## src/rtl/mem_arbiter.sv

```systemverilog
// mem_arbiter: shares one fixed-latency memory between instruction fetch and
// load/store. One access in flight at a time; load/store normally wins, and a
// starvation counter forces a fetch grant after STARVE_LIMIT lost rounds.
module mem_arbiter #(
    parameter int ADDR_WIDTH   = 32,
    parameter int DATA_WIDTH   = 32,
    parameter int MEM_LATENCY  = 1,
    parameter int STARVE_LIMIT = 4
) (
    input  logic                    clk,
    input  logic                    rst_n,
    // fetch port
    input  logic                    if_req,
    input  logic [ADDR_WIDTH-1:0]   if_addr,
    input  logic                    if_flush,
    output logic                    if_gnt,
    output logic                    if_rvalid,
    output logic [DATA_WIDTH-1:0]   if_rdata,
    // load/store port
    input  logic                    ls_req,
    input  logic                    ls_we,
    input  logic [DATA_WIDTH/8-1:0] ls_be,
    input  logic [ADDR_WIDTH-1:0]   ls_addr,
    input  logic [DATA_WIDTH-1:0]   ls_wdata,
    output logic                    ls_gnt,
    output logic                    ls_rvalid,
    output logic [DATA_WIDTH-1:0]   ls_rdata,
    // memory port
    output logic                    mem_en,
    output logic                    mem_we,
    output logic [DATA_WIDTH/8-1:0] mem_be,
    output logic [ADDR_WIDTH-3:0]   mem_addr,
    output logic [DATA_WIDTH-1:0]   mem_wdata,
    input  logic [DATA_WIDTH-1:0]   mem_rdata
);

    localparam int SW = $clog2(STARVE_LIMIT + 1);
    localparam int WW = (MEM_LATENCY > 1) ? $clog2(MEM_LATENCY) : 1;
    localparam logic [SW-1:0] STARVE_MAX = SW'(STARVE_LIMIT);
    localparam logic [WW-1:0] WAIT_LAST  = WW'(MEM_LATENCY - 1);

    typedef enum logic [1:0] {IDLE, ISSUE, WAIT, RESP} state_t;

    state_t        state_q;
    logic [SW-1:0] starve_q;
    logic [SW-1:0] starve_d;
    logic [WW-1:0] wait_cnt_q;
    logic          owner_if_q;   // 1 = current access belongs to fetch
    logic          we_q;         // current access is a store
    logic          drop_q;       // fetch result squashed by a flush

    logic if_elig;
    logic ls_elig;
    logic pick_if;

    // Word-offset address bits are not used by a word-wide memory.
    logic unused_addr_lsbs;
    assign unused_addr_lsbs = ^{if_addr[1:0], ls_addr[1:0]};

    // Arbitration decision and the starvation counter value it would produce.
    always_comb begin
        if_elig  = if_req && !if_flush;
        ls_elig  = ls_req;
        pick_if  = if_elig && (!ls_elig || (starve_q == STARVE_MAX));
        starve_d = '0;
        if (if_elig && ls_elig && !pick_if) begin
            starve_d = (starve_q == STARVE_MAX) ? starve_q : starve_q + 1'b1;
        end
    end

    // Sequencer FSM; every output is a flop updated here.
    always_ff @(posedge clk or negedge rst_n) begin
        if (!rst_n) begin
            state_q    <= IDLE;
            starve_q   <= '0;
            wait_cnt_q <= '0;
            owner_if_q <= 1'b0;
            we_q       <= 1'b0;
            drop_q     <= 1'b0;
            if_gnt     <= 1'b0;
            if_rvalid  <= 1'b0;
            if_rdata   <= '0;
            ls_gnt     <= 1'b0;
            ls_rvalid  <= 1'b0;
            ls_rdata   <= '0;
            mem_en     <= 1'b0;
            mem_we     <= 1'b0;
            mem_be     <= '0;
            mem_addr   <= '0;
            mem_wdata  <= '0;
        end else begin
            // Pulses default low; data-carrying outputs hold.
            if_gnt    <= 1'b0;
            ls_gnt    <= 1'b0;
            if_rvalid <= 1'b0;
            ls_rvalid <= 1'b0;
            mem_en    <= 1'b0;
            mem_we    <= 1'b0;
            case (state_q)
                // The edge ending RESP doubles as an arbitration edge so that
                // back-to-back accesses take MEM_LATENCY+2 cycles each.
                IDLE, RESP: begin
                    if (if_elig || ls_elig) begin
                        starve_q   <= starve_d;
                        owner_if_q <= pick_if;
                        drop_q     <= 1'b0;
                        mem_en     <= 1'b1;
                        state_q    <= ISSUE;
                        if (pick_if) begin
                            if_gnt   <= 1'b1;
                            we_q     <= 1'b0;
                            mem_be   <= '1;
                            mem_addr <= if_addr[ADDR_WIDTH-1:2];
                        end else begin
                            ls_gnt    <= 1'b1;
                            we_q      <= ls_we;
                            mem_we    <= ls_we;
                            mem_be    <= ls_we ? ls_be : '1;
                            mem_addr  <= ls_addr[ADDR_WIDTH-1:2];
                            mem_wdata <= ls_wdata;
                        end
                    end else begin
                        starve_q <= '0;
                        state_q  <= IDLE;
                    end
                end
                ISSUE: begin
                    wait_cnt_q <= WAIT_LAST;
                    state_q    <= WAIT;
                    if (owner_if_q && if_flush) begin
                        drop_q <= 1'b1;
                    end
                end
                WAIT: begin
                    if (owner_if_q && if_flush) begin
                        drop_q <= 1'b1;
                    end
                    if (wait_cnt_q == '0) begin
                        state_q <= RESP;
                        if (owner_if_q) begin
                            // A flush in this final cycle also squashes the result.
                            if (!(drop_q || if_flush)) begin
                                if_rvalid <= 1'b1;
                                if_rdata  <= mem_rdata;
                            end
                        end else begin
                            ls_rvalid <= 1'b1;
                            ls_rdata  <= we_q ? '0 : mem_rdata;
                        end
                    end else begin
                        wait_cnt_q <= wait_cnt_q - 1'b1;
                    end
                end
                default: state_q <= IDLE;
            endcase
        end
    end

endmodule
```

## config.mk

```make
export PLATFORM = sky130hd
export DESIGN_NAME = mem_arbiter
export DESIGN_NICKNAME = d
export VERILOG_FILES = /design/src/rtl/mem_arbiter.sv
export SDC_FILE = /design/constraint.sdc
export NUM_CORES = 1
export LEC_CHECK = 0
export ABC_AREA = 1
export ABC_CLOCK_PERIOD_IN_PS = 2600
export CAP_MARGIN = 10
export CORE_UTILIZATION = 46
export CTS_BUF_LIST = sky130_fd_sc_hd__clkbuf_4
export DETAILED_ROUTE_END_ITERATION = 7
export PLACE_DENSITY = 0.95
export SYNTH_ARGS = -nofsm -noshare
export SYNTH_HDL_FRONTEND = slang
export SYNTH_SLANG_ARGS = --single-unit
```

## constraint.sdc

```tcl
create_clock -name clk -period 2.6 [get_ports clk]
set_clock_uncertainty 0.1 [all_clocks]
set_input_delay 0.39 -clock clk [delete_from_list [all_inputs] [get_ports clk]]
set_output_delay 0.39 -clock clk [all_outputs]
set_load 0.02 [all_outputs]
```

# Word level (Yosys, flattened, before mapping)
# Cells that the tools add are included.
[word_totals]
ff_bits = 145
out_inout_bits = 136
in_bits = 138
wordCells = 85
[classes]
bitwise = 4
eq_ne = 8
n_mux = 33
reduce_logical = 21
n_addsub = 2
[op_table]
columns = ["cell", "count"]
rows = [
  ["2-to-1 mux 32 bit", 1],
  ["2-to-1 mux 30 bit", 1],
  ["2-to-1 mux 1 bit", 22],
  ["2-to-1 mux 3 bit", 3],
  ["2-to-1 mux 4 bit", 2],
  ["case mux 2 bit (3 select lines)", 1],
  ["AND reduction 2 bit", 3],
  ["AND reduction 3 bit", 2],
  ["logical AND 1 bit", 5],
  ["equality test 2 bit (second input constant)", 2],
  ["!= test 2 bit (second input constant)", 2],
  ["inverter 1 bit", 4],
  ["case mux 1 bit (2 select lines)", 2],
  ["AND reduction 4 bit", 1],
  ["OR reduction 2 bit", 2],
  ["adder 3 x 1 -> 3 bit (second input constant)", 1],
  ["equality test 3 bit (second input constant)", 1],
  ["logical NOT 1 bit", 3],
  ["logical OR 1 bit", 3],
  ["!= test 3 bit (second input constant)", 1],
  ["equality test 2 x 1 -> 1 bit (second input constant)", 1],
  ["logical NOT 2 bit", 1],
  ["2-to-1 mux 2 bit", 1],
  ["!= test 2 x 1 -> 1 bit (second input constant)", 1],
  ["other kinds (2)", 2],
]

# Longest topological paths before layout
[logic_depth]
ltp_word = 7
ltp_mapped = 10
mapped_depth_nobuf = 9

# Least setup slack after synthesis
# OpenSTA, ideal clock, no wires.
[synth_timing]
kind = "reg2reg"
start = "register state_q[1]"
end = "register mem_wdata[10]"
path_slack_ps = 1040
stages_incl_launch_ff = 8
setup_time_ps = 117
arrival_time_ps = 1343
n_path_buf = 1
period_less_slack_ps = 1560
required_ps = 2383
path_cell_list = "dfrtp_1 > ha_1 > inv_2 > a21oi_4 > nand2_1 > buf_2 > nand2_1 > nand2_1"
[synth_via]
elab_chain_cells = 3
word_cells_on_any_way = 4
classes_between = "eq/ne: 1; reduce/logical: 3"
[synth_lines]
columns = ["element", "line", "source"]
rows = [
  ["start, declared", "44", "state_t state_q;"],
  ["start signal, assigned", "74", "state_q <= IDLE;"],
  ["start signal, assigned", "108", "state_q <= ISSUE;"],
  ["start signal, assigned", "124", "state_q <= IDLE;"],
  ["equality test 2 bit or logical NOT 2 bit (tied branches)", "99", "case (state_q)"],
  ["OR reduction 2 bit *", "99", ""],
  ["AND reduction 3 bit (no line) *", "--", ""],
  ["end signal, assigned", "120", "mem_wdata <= ls_wdata;"],
  ["end, declared", "33", "output logic [DATA_WIDTH-1:0] mem_wdata,"],
]
# Mark *: on every way between the ends. The rest lies on a longest branch, timed or not.
# A chain may end at the register's enable or synchronous reset.

# Worst setup path after layout
[layout_timing]
start = "register mem_wdata[6]"
end = "output port mem_wdata[6]"
# No word-level cell between the ends.

==> results.md <==
* Clock share of power at 0.128
* Net switching power at 4.801 mW
* Num rows at 41
* Vias in the first global route at approximately 5700
* Warnings from Yosys at 0
* Final worst slack at slightly above 0.5 ns
* #FFs+latches synth at 144
* Critical-path cell list: clkdlybuf4s50_1
* Slowest stage delay, CP at 0.66 ns
* Number of CTS-inserted buffers at 17
* Endpoints failing setup at 0
* Initial antenna violation count at 0
* First-pass GRT wire length at 28060 microns
* Setup TNS at 0 ns
* Comb power frac at 0.531
* Drt pass-1 iters at 6
* GPL Wtd Cong at between 0.7 and 0.8
* WP data required at 2.11 ns
* Syn Area/Cell at roughly 8.5 sq um
* Core Region at 0.01277 sq mm
* Root cell of the clock tree: clkbuf_4
* FILL cells at 906
* Ant diodes at 0
* DIE AREA at 0.01370 sq mm
* Unique masters post-synth at 19
* Synthesized area at about 0.0061 sq mm
* Drt total wl at 18070 microns
* Final Cycle Share at 0.8032
* Final hold viol count at 0
* Post-CTS setup buffers at 0
* Peak VDD IR at around 660 uV
* CTS tree: done
* Reg power frac at 0.341
* Switch share at 0.4311
* Total number of vias at ~5900
* Yosys top cell area share at 0.5920
* Clock-pin slew on the worst setup and hold paths at roughly 0.14 ns
* Initial Util at 0.4765
* WP data arrival at 1.60 ns
* Leakage at 4.563 nW
* Max-cap violations at 0
* P_int at 6.336 mW
* Placed cell area at 0.008951 sq mm
* CP endpoint kind: primary output
* Final hold slack at between 0.2 and 0.3 ns
* Share of cells above drive strength 1 at 0.05740
* RSZ-0062 raised after global routing: no
* Peak Freq at around 480 MHz
* Worst slew pin tran at around 0.64 ns
* Avg Vias per Cell at just over 5
* H-tree levels at 4
* Clock Sinks at approximately 140
* Clock Latency Late Sink at between 0.5 and 0.6 ns
* Largest net degree at the start of global routing at 68
* Cells after Synth at between 700 and 800
* Minimum clock period at around 2.1 ns
* Leading area contributor after synthesis: dfrtp_1
* Utilization after layout at 0.7240
* Die height at approximately 120 microns
* Clock Tree Buf Depth at 2
* Area grow syn2layout at 51.92%
* Critical path's slowest cell: clkdlybuf4s50_1
* DP HPWL at roughly 13000 microns
* Worst slew margin at 0.5721
* Remaining Overflow, GRT at 0
* # nets final at between 1000 and 1500
* Slew Viols, Final at 0
* Worst reg2reg setup slack at 0.68 ns
* Worst Hold Class: in2reg
* Worst Setup Start Kind: register
* Seq/Total Area, Yosys at 0.5920
* I/O pin count at around 270
* DRC Markers at 0
* GRT Resource Usage Total at 0.2706
* Status: complete, no violations
* CP Max Fanout at 2
* Buffers & Inverters on Critical Path at 1
* WS Path Type: reg2out
* Final instance area at about 0.0092 sq mm
* DR iter-0 viols at approximately 420
* Pre-CTS WS at between 0.5 and 0.6 ns
* Largest cells by area after synthesis: dfrtp_1, nand2_1, nand3_1, o21ai_0, nand3b_1
* Port-buffer cells at approximately 270
* Synthesized Nets at 859
* Mean routed wirelength per cell at between 15 and 20 microns
* Kind of cell adding the most delay to the critical path: buffers and inverters
* Post-cts resize count at 0
* Post-route ant nets at 0
* Pwr dens at 1204 mW/mm^2
* Chip width at approximately 120 microns
final timing paths:
check                                     startpoint                         to  cells past startpoint
max                         mem_wdata[6]$_DFFE_PN0P_               mem_wdata[6]                      1
min                                     ls_wdata[27]  mem_wdata[27]$_DFFE_PN0P_                      3
max in group asynchronous                      rst_n    ls_rdata[7]$_DFFE_PN0P_                      3
max reg2reg                     state_q[1]$_DFF_PN0_   mem_addr[21]$_DFFE_PN0P_                      6
min in group asynchronous                      rst_n  mem_wdata[11]$_DFFE_PN0P_                      2
min reg2reg                mem_wdata[13]$_DFFE_PN0P_  mem_wdata[13]$_DFFE_PN0P_                      2
registers in the layout (all words and copies together) (netlist names), 2 cells and up:
signal,count
if_rdata,32
ls_rdata,32
mem_wdata,32
mem_addr,30
mem_be,4
starve_q,3
state_q,2
metal layers:
layer,GRT usage,part of all wire,vias up
met1,0.3038,0.38,2757
met2,0.4813,0.51,290
met3,0.08548,0.082,33
met5,0,0,-
met4,0.1021,0.022,0
li1,-,-,2798
synth_stat cells:
master	n
nand2_1	330
dfrtp_1	144
nand3_1	97
o21ai_0	37
inv_1	26
clkbuf_1	25
nand3b_1	20
buf_2	18
nor2_1	7
buf_4	3
ha_1	3
a21oi_1	1
a21oi_4	1
inv_2	1
nand2_2	1
nor2_2	1
nor3_1	1
o21ai_1	1
xor2_1	1
timing repair:
item / in CTS / in global routing
hold buffers: 1 / 0
endpoints found under the setup margin: 0 / 0
hold endpoints to repair: 63 / 0
placed cells by master, fill, tap and decap left out, drive strengths merged:
master and count:
buf 20, clkinv 4, nand2 331, clkdlybuf4s50 268
nor2 8, nor3 1, o21ai 38, nand3 97
inv 31, clkinvlp 5, dfrtp 144, nand3b 20
bufinv 2, clkbuf 17, ha 3, a21oi 2
dlygate4sd3 1, xor2 1
power by group through the flow:
stage / clock network (mW) / registers (mW) / logic [mW]
finish: 1.42 / 3.80 / 5.91
detailed placement: 0 / 3.82 / 5.91
global route: 1.56 / 3.91 / 6.43
CTS: 1.46 / 3.80 / 5.94
global placement: 0 / 3.78 / 5.73
floorplan: 0 / 4.93 / 1.96
kinds of logic after synthesis:
family                     synth area share
and+or+nand+nor                      0.3151
DFF                                  0.5920
buffers and inverters               0.05056
AOI/OAI and AO/OA                   0.03474
adders and majority gates          0.006167
xor gates and xnor gates           0.001439
cell type report:
| type | instances | area, sq um | area share |
|---|---|---|---|
| clock buffers | 17 | 127.6 | 0.01380 |
| clock inverters | 15 | 158.9 | 0.01718 |
| inverters | 27 | 101.3 | 0.01096 |
| multi-input cells | 501 | 2182 | 0.2360 |
| flip-flops and latches | 144 | 3603 | 0.3897 |
| well taps | 172 | 215.2 | 0.02327 |
| repair buffers | 289 | 2859 | 0.3092 |
stage by stage:
stage | instances | total power [mW]
floorplan | 718 | 6.889
global placement | 1132 | 9.508
detailed placement | 1132 | 9.736
CTS | 1165 | 11.20
global route | 1165 | 11.90
finish | 1165 | 11.14
No activity file was read; power rests on OpenSTA's default activity.
